--- src/rtl/imem_boot_loader_pkg.sv ---
// Shared types and constants for the instruction-memory boot loader.
package boot_pkg;

  typedef enum logic [2:0] {
    ST_IDLE,
    ST_LEN0,
    ST_LEN1,
    ST_DATA,
    ST_CSUM,
    ST_DONE,
    ST_ERR
  } boot_state_e;

  localparam int BOOT_LEN_BYTES = 2;
  localparam int WORD_BYTES     = 4;

  // States in which the loader takes bytes from the stream.
  function automatic logic is_rx_state(boot_state_e s);
    return (s == ST_LEN0) || (s == ST_LEN1) || (s == ST_DATA) || (s == ST_CSUM);
  endfunction

endpackage

--- src/rtl/imem_boot_loader_if.sv ---
// Byte-stream handshake and instruction-memory write port of the boot loader.
interface imem_boot_loader_if #(
  parameter int ADDR_W = 8
) ();
  logic [7:0]        in_data;
  logic              in_valid;
  logic              in_ready;
  logic              imem_we;
  logic [ADDR_W-1:0] imem_addr;
  logic [31:0]       imem_wdata;

  modport slave (
    input  in_data, in_valid,
    output in_ready, imem_we, imem_addr, imem_wdata
  );

  modport master (
    output in_data, in_valid,
    input  in_ready, imem_we, imem_addr, imem_wdata
  );
endinterface

--- src/rtl/imem_boot_loader_packer.sv ---
// Big-endian byte-to-word assembler; word_ready_o flags the byte that completes a word.
module byte_word_packer
  import boot_pkg::*;
(
  input  logic                    clk,
  input  logic                    reset,
  input  logic                    clr_i,
  input  logic                    byte_valid_i,
  input  logic [7:0]              byte_i,
  output logic [8*WORD_BYTES-1:0] word_o,
  output logic                    word_ready_o
);
  localparam int CNT_W = $clog2(WORD_BYTES);

  logic [CNT_W-1:0]              cnt_q, cnt_d;
  logic [8*(WORD_BYTES-1)-1:0]   shift_q, shift_d;

  always_comb begin
    cnt_d   = cnt_q;
    shift_d = shift_q;
    if (clr_i) begin
      cnt_d   = '0;
      shift_d = '0;
    end else if (byte_valid_i) begin
      cnt_d   = cnt_q + 1'b1;
      shift_d = {shift_q[8*(WORD_BYTES-2)-1:0], byte_i};
    end
  end

  // The completing byte is appended combinationally so the word is ready in its accept cycle.
  assign word_o       = {shift_q, byte_i};
  assign word_ready_o = byte_valid_i && (cnt_q == CNT_W'(WORD_BYTES - 1));

  always_ff @(posedge clk) begin
    if (!reset) begin
      cnt_q   <= '0;
      shift_q <= '0;
    end else begin
      cnt_q   <= cnt_d;
      shift_q <= shift_d;
    end
  end
endmodule

--- src/rtl/imem_boot_loader.sv ---
// Loads a length-prefixed, XOR-checksummed byte image into instruction memory
// and keeps the CPU in reset until a valid image is present.
//
// state | meaning
// IDLE  | after reset, waiting for start
// LEN0  | receive len[7:0]
// LEN1  | receive len[15:8], range check
// DATA  | receive image bytes, write each completed word
// CSUM  | receive checksum byte and compare
// DONE  | image valid, CPU released
// ERR   | bad length or checksum, CPU held
module imem_boot_loader
  import boot_pkg::*;
#(
  parameter int ADDR_W = 8
) (
  input  logic                clk,
  input  logic                reset,
  input  logic                start,
  imem_boot_loader_if.slave   bus,
  output logic                cpu_hold,
  output logic                done,
  output logic                err
);
  localparam int LEN_W = 8 * BOOT_LEN_BYTES;

  boot_state_e       state_q, state_d;
  logic [LEN_W-1:0]  len_q, len_d;
  logic [7:0]        csum_q, csum_d;
  logic [ADDR_W:0]   wcnt_q, wcnt_d;

  logic              in_ready_q;
  logic              imem_we_q;
  logic [ADDR_W-1:0] imem_addr_q;
  logic [31:0]       imem_wdata_q;
  logic              cpu_hold_q, done_q, err_q;

  logic              accept;
  logic              load_start;
  logic              pack_valid;
  logic [31:0]       pack_word;
  logic              word_ready;
  logic [LEN_W-1:0]  len_full;

  assign accept   = bus.in_valid && in_ready_q;
  assign len_full = {bus.in_data, len_q[7:0]};

  byte_word_packer u_packer (
    .clk          (clk),
    .reset        (reset),
    .clr_i        (load_start),
    .byte_valid_i (pack_valid),
    .byte_i       (bus.in_data),
    .word_o       (pack_word),
    .word_ready_o (word_ready)
  );

  always_comb begin
    state_d    = state_q;
    len_d      = len_q;
    csum_d     = csum_q;
    wcnt_d     = wcnt_q;
    load_start = 1'b0;
    pack_valid = 1'b0;
    case (state_q)
      ST_IDLE, ST_DONE, ST_ERR: begin
        if (start) begin
          state_d    = ST_LEN0;
          load_start = 1'b1;
        end
      end
      ST_LEN0: begin
        if (accept) begin
          len_d   = {len_q[LEN_W-1:8], bus.in_data};
          csum_d  = csum_q ^ bus.in_data;
          state_d = ST_LEN1;
        end
      end
      ST_LEN1: begin
        if (accept) begin
          len_d  = len_full;
          csum_d = csum_q ^ bus.in_data;
          if (32'(len_full) > (32'd1 << ADDR_W)) state_d = ST_ERR;
          else if (len_full == '0)               state_d = ST_CSUM;
          else                                   state_d = ST_DATA;
        end
      end
      ST_DATA: begin
        if (accept) begin
          pack_valid = 1'b1;
          csum_d     = csum_q ^ bus.in_data;
          if (word_ready) begin
            wcnt_d = wcnt_q + 1'b1;
            if (32'(wcnt_q) + 32'd1 == 32'(len_q)) state_d = ST_CSUM;
          end
        end
      end
      ST_CSUM: begin
        if (accept) state_d = (bus.in_data == csum_q) ? ST_DONE : ST_ERR;
      end
      default: state_d = ST_IDLE;
    endcase
    if (load_start) begin
      csum_d = '0;
      wcnt_d = '0;
    end
  end

  // Outputs are registered from the next state so they line up with state_q.
  always_ff @(posedge clk) begin
    if (!reset) begin
      state_q      <= ST_IDLE;
      len_q        <= '0;
      csum_q       <= '0;
      wcnt_q       <= '0;
      in_ready_q   <= 1'b0;
      imem_we_q    <= 1'b0;
      imem_addr_q  <= '0;
      imem_wdata_q <= '0;
      cpu_hold_q   <= 1'b1;
      done_q       <= 1'b0;
      err_q        <= 1'b0;
    end else begin
      state_q    <= state_d;
      len_q      <= len_d;
      csum_q     <= csum_d;
      wcnt_q     <= wcnt_d;
      in_ready_q <= is_rx_state(state_d);
      imem_we_q  <= word_ready;
      if (word_ready) begin
        imem_addr_q  <= wcnt_q[ADDR_W-1:0];
        imem_wdata_q <= pack_word;
      end
      cpu_hold_q <= (state_d != ST_DONE);
      done_q     <= (state_d == ST_DONE);
      err_q      <= (state_d == ST_ERR);
    end
  end

  assign bus.in_ready   = in_ready_q;
  assign bus.imem_we    = imem_we_q;
  assign bus.imem_addr  = imem_addr_q;
  assign bus.imem_wdata = imem_wdata_q;
  assign cpu_hold       = cpu_hold_q;
  assign done           = done_q;
  assign err            = err_q;
endmodule

--- src/flat_wrapper.sv ---
// flat-port wrapper written by rule: the top's interface ports become plain ports
module imem_boot_loader_flat import boot_pkg::*;
#(
  parameter int ADDR_W = 8
)
  (clk, reset, start, cpu_hold, done, err, bus_in_data, bus_in_valid, bus_in_ready, bus_imem_we, bus_imem_addr, bus_imem_wdata);
  imem_boot_loader_if #(.ADDR_W(ADDR_W)) bus_i ();
  input  logic clk;
  input  logic reset;
  input  logic start;
  output logic cpu_hold;
  output logic done;
  output logic err;
  input wire logic [$bits(bus_i.in_data)-1:0] bus_in_data;
  input wire logic [$bits(bus_i.in_valid)-1:0] bus_in_valid;
  output wire logic [$bits(bus_i.in_ready)-1:0] bus_in_ready;
  output wire logic [$bits(bus_i.imem_we)-1:0] bus_imem_we;
  output wire logic [$bits(bus_i.imem_addr)-1:0] bus_imem_addr;
  output wire logic [$bits(bus_i.imem_wdata)-1:0] bus_imem_wdata;
  assign bus_i.in_data = bus_in_data;
  assign bus_i.in_valid = bus_in_valid;
  assign bus_in_ready = bus_i.in_ready;
  assign bus_imem_we = bus_i.imem_we;
  assign bus_imem_addr = bus_i.imem_addr;
  assign bus_imem_wdata = bus_i.imem_wdata;
  imem_boot_loader #(.ADDR_W(ADDR_W)) u_core (.clk(clk), .reset(reset), .start(start), .bus(bus_i), .cpu_hold(cpu_hold), .done(done), .err(err));
endmodule
--- config.mk ---
export PLATFORM = sky130hd
export DESIGN_NAME = imem_boot_loader_flat
export DESIGN_NICKNAME = d
export VERILOG_FILES = /design/src/rtl/imem_boot_loader_pkg.sv /design/src/rtl/imem_boot_loader_if.sv /design/src/rtl/imem_boot_loader_packer.sv /design/src/rtl/imem_boot_loader.sv /design/src/flat_wrapper.sv
export SDC_FILE = /design/constraint.sdc
export NUM_CORES = 1
export LEC_CHECK = 0
export BUFFER_PORTS_ARGS = -buffer_cell sky130_fd_sc_hd__buf_2
export CAP_MARGIN = 20
export CORE_MARGIN = 2
export CORE_UTILIZATION = 40
export CTS_BUF_LIST = sky130_fd_sc_hd__clkbuf_16
export CTS_CLUSTER_SIZE = 25
export DETAILED_ROUTE_END_ITERATION = 16
export SETUP_SLACK_MARGIN = 0.5
export SLEW_MARGIN = 20
export SYNTH_ARGS = -nofsm -noshare
export SYNTH_HDL_FRONTEND = slang
export SYNTH_SLANG_ARGS = --single-unit
--- constraint.sdc ---
create_clock -name clk -period 3.05 [get_ports clk]
set_input_delay 0.305 -clock clk [delete_from_list [all_inputs] [get_ports clk]]
set_output_delay 0.305 -clock clk [all_outputs]
set_load 0.02 [all_outputs]
==> results.py, run 1 <==
metrics = {
    "status": {
        "outcome": "finished clean",
    },
    "power_and_ir_drop": {
        "leakagePower_uw": 0.001882,
        "peakVddDrop_uv": 288.3,
        "p_per_area_nw_per_um2": 529.1,
    },
    "global_routing": {
        "grt_use_total_pct": 17.08,
        "grt_pass1_wl_microns": 17070,
        "antenna_found_initial": 0,
        "met2_usage_pct": 26.83,
        "grt-ovfl-total": 0,
        "grt_pass1_vias": 3478,
        "use_met3_pct": 3.499,
        "grt_use_met1_pct": 23.01,
        "grt_max_degree": 45,
        "busiest_layer": "met2",
    },
    "setup_path": {
        "crit_family": "simple AND/OR/NAND/NOR gates",
        "end_kind": "register",
        "cp.depth": 6,
        "reg2regPathDepth": 6,
        "r2r_slack_ns": 0.71,
        "worstReg2RegEnd": "u_core.bus.in_ready$_SDFF_PN0_",
        "crit_type": "reg2reg",
        "critPathBufInv": 0,
        "worstPathArrival_ns": 2.60,
        "crit_start": "u_core.state_q[2]$_SDFF_PN0_",
        "critPathLaunchType": "register",
        "crit_path_top_delay_cell": "dfxtp_1",
        "critical_path.max_stage_delay_ns": 0.52,
        "crit_fanout": 12,
        "r2r_start": "u_core.state_q[2]$_SDFF_PN0_",
        "critical_path.cell_chain": "or3b_1, or2_1, o21a_1, o21ai_1, or4_1, and3_1",
        "cp.required_ns": 3.30,
    },
    "min_path": {
        "hold_end": "u_core.bus.imem_wdata[4]$_SDFFE_PN0P_",
        "min_from": "bus_in_data[4]",
        "whs_path_depth": 3,
        "hp-class": "in2reg",
    },
    "die": {
        "dieWidth_microns": 110.8,
        "die-area_sq_um": 12280,
        "fp.coreArea_sq_um": 11270,
        "initial_utilization_pct": 40.49,
        "num_rows": 39,
        "die_y_microns": 110.8,
        "ios": 57,
    },
    "synthesis": {
        "yosys-mux-area-fraction_pct": 0.2193,
        "synth_common_cells": "nand2_1 (175), dfxtp_1 (107), a21boi_0 (56)",
        "ys.flop_type": "dfxtp_1",
        "synthSimpleGateAreaFrac_pct": 24.95,
        "synth_compound_area_share_pct": 16.28,
        "yosys_register_bits": 107,
        "ys_top_cells_by_area": "dfxtp_1 (47%), nand2_1 (14%), a21boi_0 (9.2%), xor2_1 (5.6%), a21oi_1 (3.1%)",
        "async_flop_share_pct": 0,
        "synth_area_per_cell_sq_um": 8.239,
        "synth_enable_flop_cells": 0,
        "synth_xor_area_share_pct": 7.100,
        "synth_top_cell_by_area": "dfxtp_1",
        "synth_top_family_by_area": "simple AND/OR/NAND/NOR gates",
        "synth.distinct_cells": 50,
        "synth_top_area_share_pct": 46.93,
        "seq_area_frac_synth_pct": 46.93,
        "syn_area_sq_um": 4564,
        "synth-adder-area-share_pct": 0.5482,
        "synth_cells": 554,
        "synth_nets": 568,
        "ys_warn_count": 0,
        "yosysMostFrequentCell": "nand2_1",
    },
    "placement": {
        "place_inst": 718,
        "place_congestion": 0.8841,
        "place.port_buffers": 56,
        "dp_hpwl_microns": 7205,
        "placed_area_sq_um": 4895,
    },
    "sta": {
        "max_slew_margin_pct": 47.18,
        "final.setup_skew_ns": 0.01063,
        "setup_viol": 0,
        "worstMarginPinSlew_ns": 0.7904,
        "setup_tns_ns": 0,
        "hold_slack_ns": 0.2768,
        "hold_viol": 0,
        "min_period_ns": 2.342,
        "max_freq_mhz": 426.9,
        "report.final.slew_viol_count": 0,
        "rsz0062_at_grt": "false",
        "fin_crit_sh_pct": 76.80,
    },
    "finish": {
        "finalNetCount": 600,
        "areaGrowthSynthToFinish_pct": 13.84,
        "antennaDiodeCount": 0,
        "final_core_util_pct": 46.10,
        "num-fill-cells": 1118,
        "final_area_sq_um": 5196,
        "drive_gt1_share_pct": 15.40,
        "finalNonFillerCells": 734,
    },
    "cts": {
        "cts-htree-levels": 3,
        "ctsLongestPathBuffers": 2,
        "cts_made_buffers": 9,
        "path_clk_slew_ns": 0.08,
        "root_buffer": "clkbuf_16",
        "clock_latency_ns": 0.35,
        "cts_tree": "built",
        "clock_sinks": 107,
        "cts_hold_buf": 0,
        "cts_setup_buffers": 0,
        "cts.repair.resized": 0,
    },
    "route": {
        "drt_iter0_markers": 204,
        "drt_pass1_iterations": 4,
        "drc": 0,
        "routed_via_density": 4.955,
        "vias": 3637,
        "final_antenna_net_count": 0,
        "wl_per_cell_microns": 13.85,
        "finalWirelength_microns": 10170,
    },
    "job": {
        "maxCapViolations": 0,
    },
}
routing by layer:
layer  up-vias  wire length, microns
met2        46                  4657
met5         -                     0
met3        10                   330
met4         0                   133
li1       1898                     -
met1      1683                  5046
cell families after synthesis:
| group | after synthesis |
|---|---|
| buf+inv | 43 |
| flops | 107 |
| mux | 1 |
| compound gates | 108 |
| simple gates | 256 |
| xor+xnor | 37 |
| fa+ha+maj | 2 |
tightest hold or removal path: cells and delay by family:
family | cells | cell delay, ns
AND/OR/NAND/NOR | 1 | 0.06
buffers and inverters | 1 | 0.15
AO/OA/AOI/OAI | 1 | 0.06
cells in the final DEF (no fill, tap or decap), drive strengths merged, types with 3 or more instances in the layout:
cell and n:
nand2 175, dfxtp 107, buf 62, a21boi 56, nor2 29, xor2 29, a21oi 28, nand3 14
clkbuf 9, xnor2 8, o21ai 8, inv 7, nor4 5, nand3b 4, or4 4, nor3b 4
and2 3, and3 3, o21a 3, nor3 3
stage by stage:
stage / total power [uW] / setup WS, ns
finish: 2749 / 0.7076
global route: 2845 / 0.5116
CTS: 2783 / 0.5649
detailed placement: 1616 / 0.5663
global placement: 1613 / 0.6798
floorplan: 1574 / 0.8919
worst max-delay path by stage:
stage,endpoint,slack [ns]
after global routing,u_core.bus.in_ready$_SDFF_PN0_,0.51
after CTS,u_core.bus.in_ready$_SDFF_PN0_,0.56
after detailed placement,u_core.bus.in_ready$_SDFF_PN0_,0.57
after global placement,u_core.bus.in_ready$_SDFF_PN0_,0.68
final,u_core.bus.in_ready$_SDFF_PN0_,0.71
after floorplan,u_core.bus.in_ready$_SDFF_PN0_,0.89
power breakdown:
part           internal [uW]  switching (uW)  leakage (uW)  total [uW]
Combinational           57.2            99.1      0.000879         156
Sequential              1410            19.3      0.000863        1430
Clock                    583             583      0.000140        1170
final cells by class:
type / count / area, sq um / area share, %
clock inverter: 7 / 71.32 / 1.373
inverter: 2 / 7.507 / 0.1445
clock buffer: 9 / 225.2 / 4.334
sequential: 107 / 2145 / 41.27
multi-input combinational: 404 / 2243 / 43.17
tap: 143 / 178.9 / 3.443
timing repair buffer: 62 / 325.3 / 6.261
registers in the layout, indices dropped and copies added (netlist names):
signal	count
u_core.state_q	3
u_core.bus.in_ready	1
u_core.err	1
u_core.u_packer.cnt_q	2
u_core.csum_q	8
u_core.bus.imem_wdata	32
u_core.wcnt_q	9
u_core.u_packer.shift_q	24
u_core.bus.imem_addr	8
u_core.done	1
u_core.bus.imem_we	1
u_core.cpu_hold	1
u_core.len_q	16
Note: power is estimated with default switching activity, not from simulation.
==> run 2: changes to the inputs <==
==> constraint.sdc (replaced) <==
create_clock -name clk -period 2.2 [get_ports clk]
set_input_delay 0.22 -clock clk [delete_from_list [all_inputs] [get_ports clk]]
set_output_delay 0.22 -clock clk [all_outputs]
set_load 0.02 [all_outputs]
==> run 2 against run 1 <==
Effect of this change:
- maximum frequency increased by 13%
- cell area rose by 9.7%
- cell count up 5.7%
- critical path depth increased by 3
- count of clock-buffer cells in the layout unchanged
- die area is the same
- via count grew 7.6%
- sequential cell count unchanged
- clock power grew 33%
- non-clock buffer count rose by 42
==> results.py, run 2 (synthesized netlist as in run 1, its figures left out) <==
metrics = {
    "finish": {
        "drive_gt1_share_pct": 25.75,
        "finalNonFillerCells": 776,
        "antennaDiodeCount": 0,
        "final_common_cell": "nand2_1",
        "areaGrowthSynthToFinish_pct": 24.89,
        "num-fill-cells": 1072,
        "layout_common_cells": "nand2_1 (173), dfxtp_1 (95), buf_2 (56)",
        "largest_reg_flops": 32,
        "finalNetCount": 642,
    },
    "cts": {
        "ctsLongestPathBuffers": 2,
        "path_clk_slew_ns": 0.07,
        "cts_tree": "built",
        "cts-htree-levels": 3,
        "clock_sinks": 107,
        "cts_hold_buf": 0,
        "clock_latency_ns": 0.34,
        "root_buffer": "clkbuf_16",
        "cts_made_buffers": 9,
    },
    "die": {
        "initial_utilization_pct": 40.49,
        "dieWidth_microns": 110.8,
        "die_y_microns": 110.8,
        "fp.coreArea_sq_um": 11270,
        "die-area_sq_um": 12280,
        "ios": 57,
        "num_rows": 39,
    },
    "setup_path": {
        "crit_family": "simple AND/OR/NAND/NOR gates",
        "end_kind": "register",
        "crit_fanout": 3,
        "worstPathArrival_ns": 2.31,
        "cp.required_ns": 2.44,
        "cpMostUsedCell": "buf_4",
        "critPathBufInv": 3,
        "r2r_slack_ns": 0.13,
        "critPathLaunchType": "register",
        "crit_path_top_delay_cell": "or4b_4",
        "critical_path.max_stage_delay_ns": 0.53,
        "crit_type": "reg2reg",
        "critical_path.cell_chain": "buf_6, nand3_4, xnor2_2, or4b_4, a2111oi_4, buf_4, buf_4, nor2_1, o21a_1",
    },
    "global_routing": {
        "grt-ovfl-total": 0,
        "grt_pass1_wl_microns": 17940,
        "grt_use_total_pct": 17.95,
        "grt_pass1_vias": 3679,
        "antenna_found_initial": 0,
        "grt_max_degree": 45,
    },
    "route": {
        "drt_iter0_markers": 241,
        "vias": 3913,
        "wl_per_cell_microns": 14.14,
        "finalWirelength_microns": 10970,
        "routed_via_density": 5.043,
        "drc": 0,
        "drt_pass1_iterations": 4,
        "final_antenna_net_count": 0,
    },
    "placement": {
        "place_congestion": 0.8695,
        "place_inst": 753,
        "place.port_buffers": 56,
        "dp_hpwl_microns": 7662,
    },
    "sta": {
        "report.final.slew_viol_count": 0,
        "max_freq_mhz": 482.2,
        "min_period_ns": 2.074,
        "fin_crit_sh_pct": 94.26,
        "setup_viol": 0,
        "hold_viol": 0,
        "final.setup_skew_ns": 0.003990,
        "max_slew_margin_pct": 69.34,
        "setup_tns_ns": 0,
        "rsz0062_at_grt": "true",
        "worstMarginPinSlew_ns": 0.4598,
    },
    "job": {
        "maxCapViolations": 0,
    },
    "power_and_ir_drop": {
        "peakVddDrop_uv": 558.5,
        "leakagePower_uw": 0.002136,
        "p_per_area_nw_per_um2": 672.8,
    },
    "status": {
        "outcome": "finished clean",
    },
    "min_path": {
        "hp-class": "in2reg",
    },
}
-- run 2: cell count changes in the layout (fill, tap and decap cells not counted), sizes merged --
cell    delta
bufinv     +1
buf       +42
clkinv     +2
inv        -3
-- run 2: per-stage QoR --
stage	cell area (sq um)	total power [uW]	hold slack [ns]	setup WS, ns	util, %
after floorplan	4583	2185	0.3560	0.1199	-
after global placement	5169	2283	0.4461	0.006775	45.85
after detailed placement	5169	2288	0.4470	-0.04216	45.85
after CTS	5563	3858	0.2255	0.1394	49.35
after global routing	5700	3974	0.2304	0.06846	50.57
final	5700	3835	0.2352	0.1263	50.57
-- run 2: power by group --
group	total [uW]	leakage, uW	switching [uW]	internal, uW
logic	316	0.00113	188	128
registers	1960	0.000870	13.1	1950
clock network	1560	0.000141	690	868
-- run 2: area by class of cell --
class                           count  area (sq um)  area share, %
Multi-Input combinational cell    404          2397          42.05
Sequential cell                   107          2167          38.02
Timing Repair Buffer              104         663.1          11.63
Clock buffer                        9         225.2          3.951
Tap cell                          143         178.9          3.139
Clock inverter                      7         61.31          1.076
Inverter                            2         7.507         0.1317
-- run 2: worst paths after layout --
path / cells past startpoint / endpoint / start
worst max-delay path: 9 / u_core.state_q[1]$_SDFF_PN0_ / u_core.wcnt_q[0]$_SDFFE_PP0P_
worst min-delay path: 3 / u_core.u_packer.shift_q[3]$_SDFFE_PP0P_ / bus_in_data[3]
worst max register to register: 9 / u_core.state_q[1]$_SDFF_PN0_ / u_core.wcnt_q[0]$_SDFFE_PP0P_
worst min register to register: 2 / u_core.u_packer.shift_q[18]$_SDFFE_PP0P_ / u_core.u_packer.shift_q[18]$_SDFFE_PP0P_
-- run 2: metal layers --
layer	GRT usage (%)	vias to the layer above	wire [microns]
met3	3.937	13	583
met4	6.417	0	181
li1	-	1972	-
met2	28.18	87	4916
met1	24.41	1841	5292
met5	0	-	0
-- run 2: repair_timing --
action,4_1_cts,5_1_grt
pin swaps,5,7
buffers inserted,3,4
endpoints found under the setup margin,46,76
resized for setup,25,30
-- run 2: worst min-delay path: cells and delay by family --
kind                   cells  cell delay, ns
AOI/OAI and AO/OA          1            0.05
buffers and inverters      1            0.17
and+or+nand+nor            1            0.08
==> run 3: changes to the inputs <==
--- a/config.mk
+++ b/config.mk
@@ -7,11 +7,14 @@
 export LEC_CHECK = 0
 export BUFFER_PORTS_ARGS = -buffer_cell sky130_fd_sc_hd__buf_2
 export CAP_MARGIN = 20
+export CELL_PAD_IN_SITES_DETAIL_PLACEMENT = 2
+export CELL_PAD_IN_SITES_GLOBAL_PLACEMENT = 2
 export CORE_MARGIN = 2
-export CORE_UTILIZATION = 40
+export CORE_UTILIZATION = 34
 export CTS_BUF_LIST = sky130_fd_sc_hd__clkbuf_16
 export CTS_CLUSTER_SIZE = 25
 export DETAILED_ROUTE_END_ITERATION = 16
+export PLACE_DENSITY_LB_ADDON = 0.1
 export SETUP_SLACK_MARGIN = 0.5
 export SLEW_MARGIN = 20
 export SYNTH_ARGS = -nofsm -noshare
==> run 3 against run 2 <==
Effect of this change:
- global-route usage is 2.5 points higher
- worst hold slack hardly changed
- sequential cell count stayed put
- largest cell class unchanged
- die area is 17% higher
- sequential share of layout area is 1.3 points lower
- largest power group unchanged
- clock power is 5% higher
- via count is 3.7% higher
- combinational power is 12% higher
- critical path depth is 2 lower
- count of clock-buffer cells in the layout stayed put
- clock skew is 0.0064 ns higher
==> results.py, run 3 (synthesized netlist as in run 1, its figures left out) <==
metrics = {
    "status": {
        "outcome": "finished clean",
    },
    "global_routing": {
        "grt_pass1_vias": 4268,
        "grt_max_degree": 50,
        "grt_pass1_wl_microns": 22780,
        "grt_use_total_pct": 20.40,
        "antenna_found_initial": 0,
        "grt-ovfl-total": 0,
    },
    "route": {
        "routed_via_density": 4.986,
        "drc": 0,
        "vias": 4059,
        "drt_iter0_markers": 153,
        "final_antenna_net_count": 0,
        "drt_pass1_iterations": 4,
        "finalWirelength_microns": 14370,
        "wl_per_cell_microns": 17.65,
    },
    "die": {
        "num_rows": 42,
        "ios": 57,
        "fp.coreArea_sq_um": 13190,
        "die_y_microns": 119.9,
        "initial_utilization_pct": 34.60,
        "dieWidth_microns": 119.9,
        "die-area_sq_um": 14370,
    },
    "finish": {
        "num-fill-cells": 1487,
        "antennaDiodeCount": 0,
        "final_common_cell": "nand2_1",
        "layout_common_cells": "nand2_1 (169), dfxtp_1 (96), buf_2 (56)",
        "register_area_sq_um": 2163,
        "areaGrowthSynthToFinish_pct": 29.22,
        "multi_input_area_sq_um": 2452,
        "largest_reg_flops": 32,
        "drive_gt1_share_pct": 27.59,
        "finalNetCount": 647,
    },
    "min_path": {
        "whs_path_depth": 3,
        "hp-class": "in2reg",
    },
    "power_and_ir_drop": {
        "leakagePower_uw": 0.002206,
        "p_per_area_nw_per_um2": 671.1,
        "peakVddDrop_uv": 290.1,
    },
    "job": {
        "maxCapViolations": 0,
    },
    "setup_path": {
        "crit_family": "simple AND/OR/NAND/NOR gates",
        "worstSetupEndpoint": "u_core.cpu_hold$_SDFF_PN1_",
        "critPathLaunchType": "register",
        "reg2regPathDepth": 7,
        "crit_type": "reg2reg",
        "end_kind": "register",
        "crit_path_top_delay_cell": "or4_4",
        "r2r_start": "u_core.len_q[13]$_SDFFE_PN0P_",
        "crit_fanout": 3,
        "crit_start": "u_core.len_q[13]$_SDFFE_PN0P_",
        "worstReg2RegEnd": "u_core.cpu_hold$_SDFF_PN1_",
        "critical_path.cell_chain": "or4_4, nor3_4, o2111ai_2, a2111oi_4, buf_4, o21ai_4, or2_1",
        "r2r_slack_ns": 0.13,
        "critical_path.max_stage_delay_ns": 0.53,
        "worstPathArrival_ns": 2.31,
        "cp.depth": 7,
        "critPathBufInv": 1,
        "cp.required_ns": 2.44,
    },
    "placement": {
        "place.port_buffers": 56,
        "pre_cts_ws_ns": -0.1296,
        "place_congestion": 0.8462,
        "dp_hpwl_microns": 9981,
    },
    "sta": {
        "hold_viol": 0,
        "rsz0062_at_grt": "true",
        "worst_slack_ns": 0.1337,
        "max_freq_mhz": 483.9,
        "setup_viol": 0,
        "hold_slack_ns": 0.2349,
        "min_period_ns": 2.066,
        "report.final.slew_viol_count": 0,
        "final.setup_skew_ns": 0.01042,
        "fin_crit_sh_pct": 93.92,
        "max_slew_margin_pct": 68.51,
        "worstMarginPinSlew_ns": 0.4674,
    },
    "cts": {
        "clock_latency_ns": 0.36,
        "path_clk_slew_ns": 0.08,
        "cts_made_buffers": 9,
        "cts-htree-levels": 3,
        "ctsLongestPathBuffers": 2,
        "cts_tree": "built",
        "clock_sinks": 107,
        "root_buffer": "clkbuf_16",
    },
}
## run 3: changes by cell type in the layout (fill, tap and decap cells not counted), moves of 2 or more
cell      delta
buf_12       +3
nor4_4       +2
nand2_2      +3
buf_8        +2
buf_4        -2
a21boi_2     +2
nand2_1      -4
buf_6        +2
a21boi_0     -7
a21boi_1     +5
## run 3: metal layers
metal	part of all wire (%)	GRT usage [%]	vias up
met4	1.1	5.074	0
met5	0	0	-
met2	50	34.86	48
li1	-	-	1985
met3	2.4	3.660	13
met1	46	26.67	2013
## run 3: cell type report
| class | count | share of cell area (%) |
|---|---|---|
| inverter | 2 | 0.1273 |
| multi-input combinational | 404 | 41.58 |
| tap | 176 | 3.734 |
| clock inverter | 7 | 1.167 |
| clock buffer | 9 | 3.818 |
| sequential | 107 | 36.68 |
| timing repair buffer | 109 | 12.90 |
## run 3: stage by stage
step	total power [uW]	area (sq um)	util [%]	setup TNS, ns	std cells
detailed placement	2305	5235	39.69	-0.2143	786
CTS	3977	5678	43.05	0	806
global route	4114	5898	44.72	0	814
finish	3958	5898	44.72	0	814
floorplan	2185	4583	-	0	554
global placement	2294	5235	39.69	-0.01595	786
## run 3: power breakdown
group          switching [uW]  internal [uW]  leakage [uW]
Clock                     757            882      0.000148
Combinational             205            149       0.00119
Sequential               17.2           1950      0.000869
## run 3: worst min path at each step
| stage | slack (ns) | startpoint | endpoint |
|---|---|---|---|
| 2_1_floorplan | 0.36 | bus_in_data[4] | u_core.u_packer.shift_q[4]$_SDFFE_PP0P_ |
| 6_report | 0.23 | bus_in_data[2] | u_core.u_packer.shift_q[2]$_SDFFE_PP0P_ |
| 5_1_grt | 0.25 | bus_in_data[3] | u_core.u_packer.shift_q[3]$_SDFFE_PP0P_ |
| 4_1_cts | 0.21 | bus_in_data[2] | u_core.u_packer.shift_q[2]$_SDFFE_PP0P_ |
| 3_5_place_dp | 0.46 | u_core.u_packer.shift_q[16]$_SDFFE_PP0P_ | u_core.u_packer.shift_q[16]$_SDFFE_PP0P_ |
| 3_3_place_gp | 0.45 | u_core.u_packer.shift_q[16]$_SDFFE_PP0P_ | u_core.u_packer.shift_q[16]$_SDFFE_PP0P_ |
## run 3: tightest hold or removal path, cell delays in order
cell and delay (ns):
buf_2 0.18, nand2_1 0.09, a21oi_1 0.05
## run 3: repair_timing
item,CTS,global route
hold buffers,0,0
buffers inserted,4,8
pin swaps,12,20
resized for setup,33,49
setup endpoints to repair,35,84
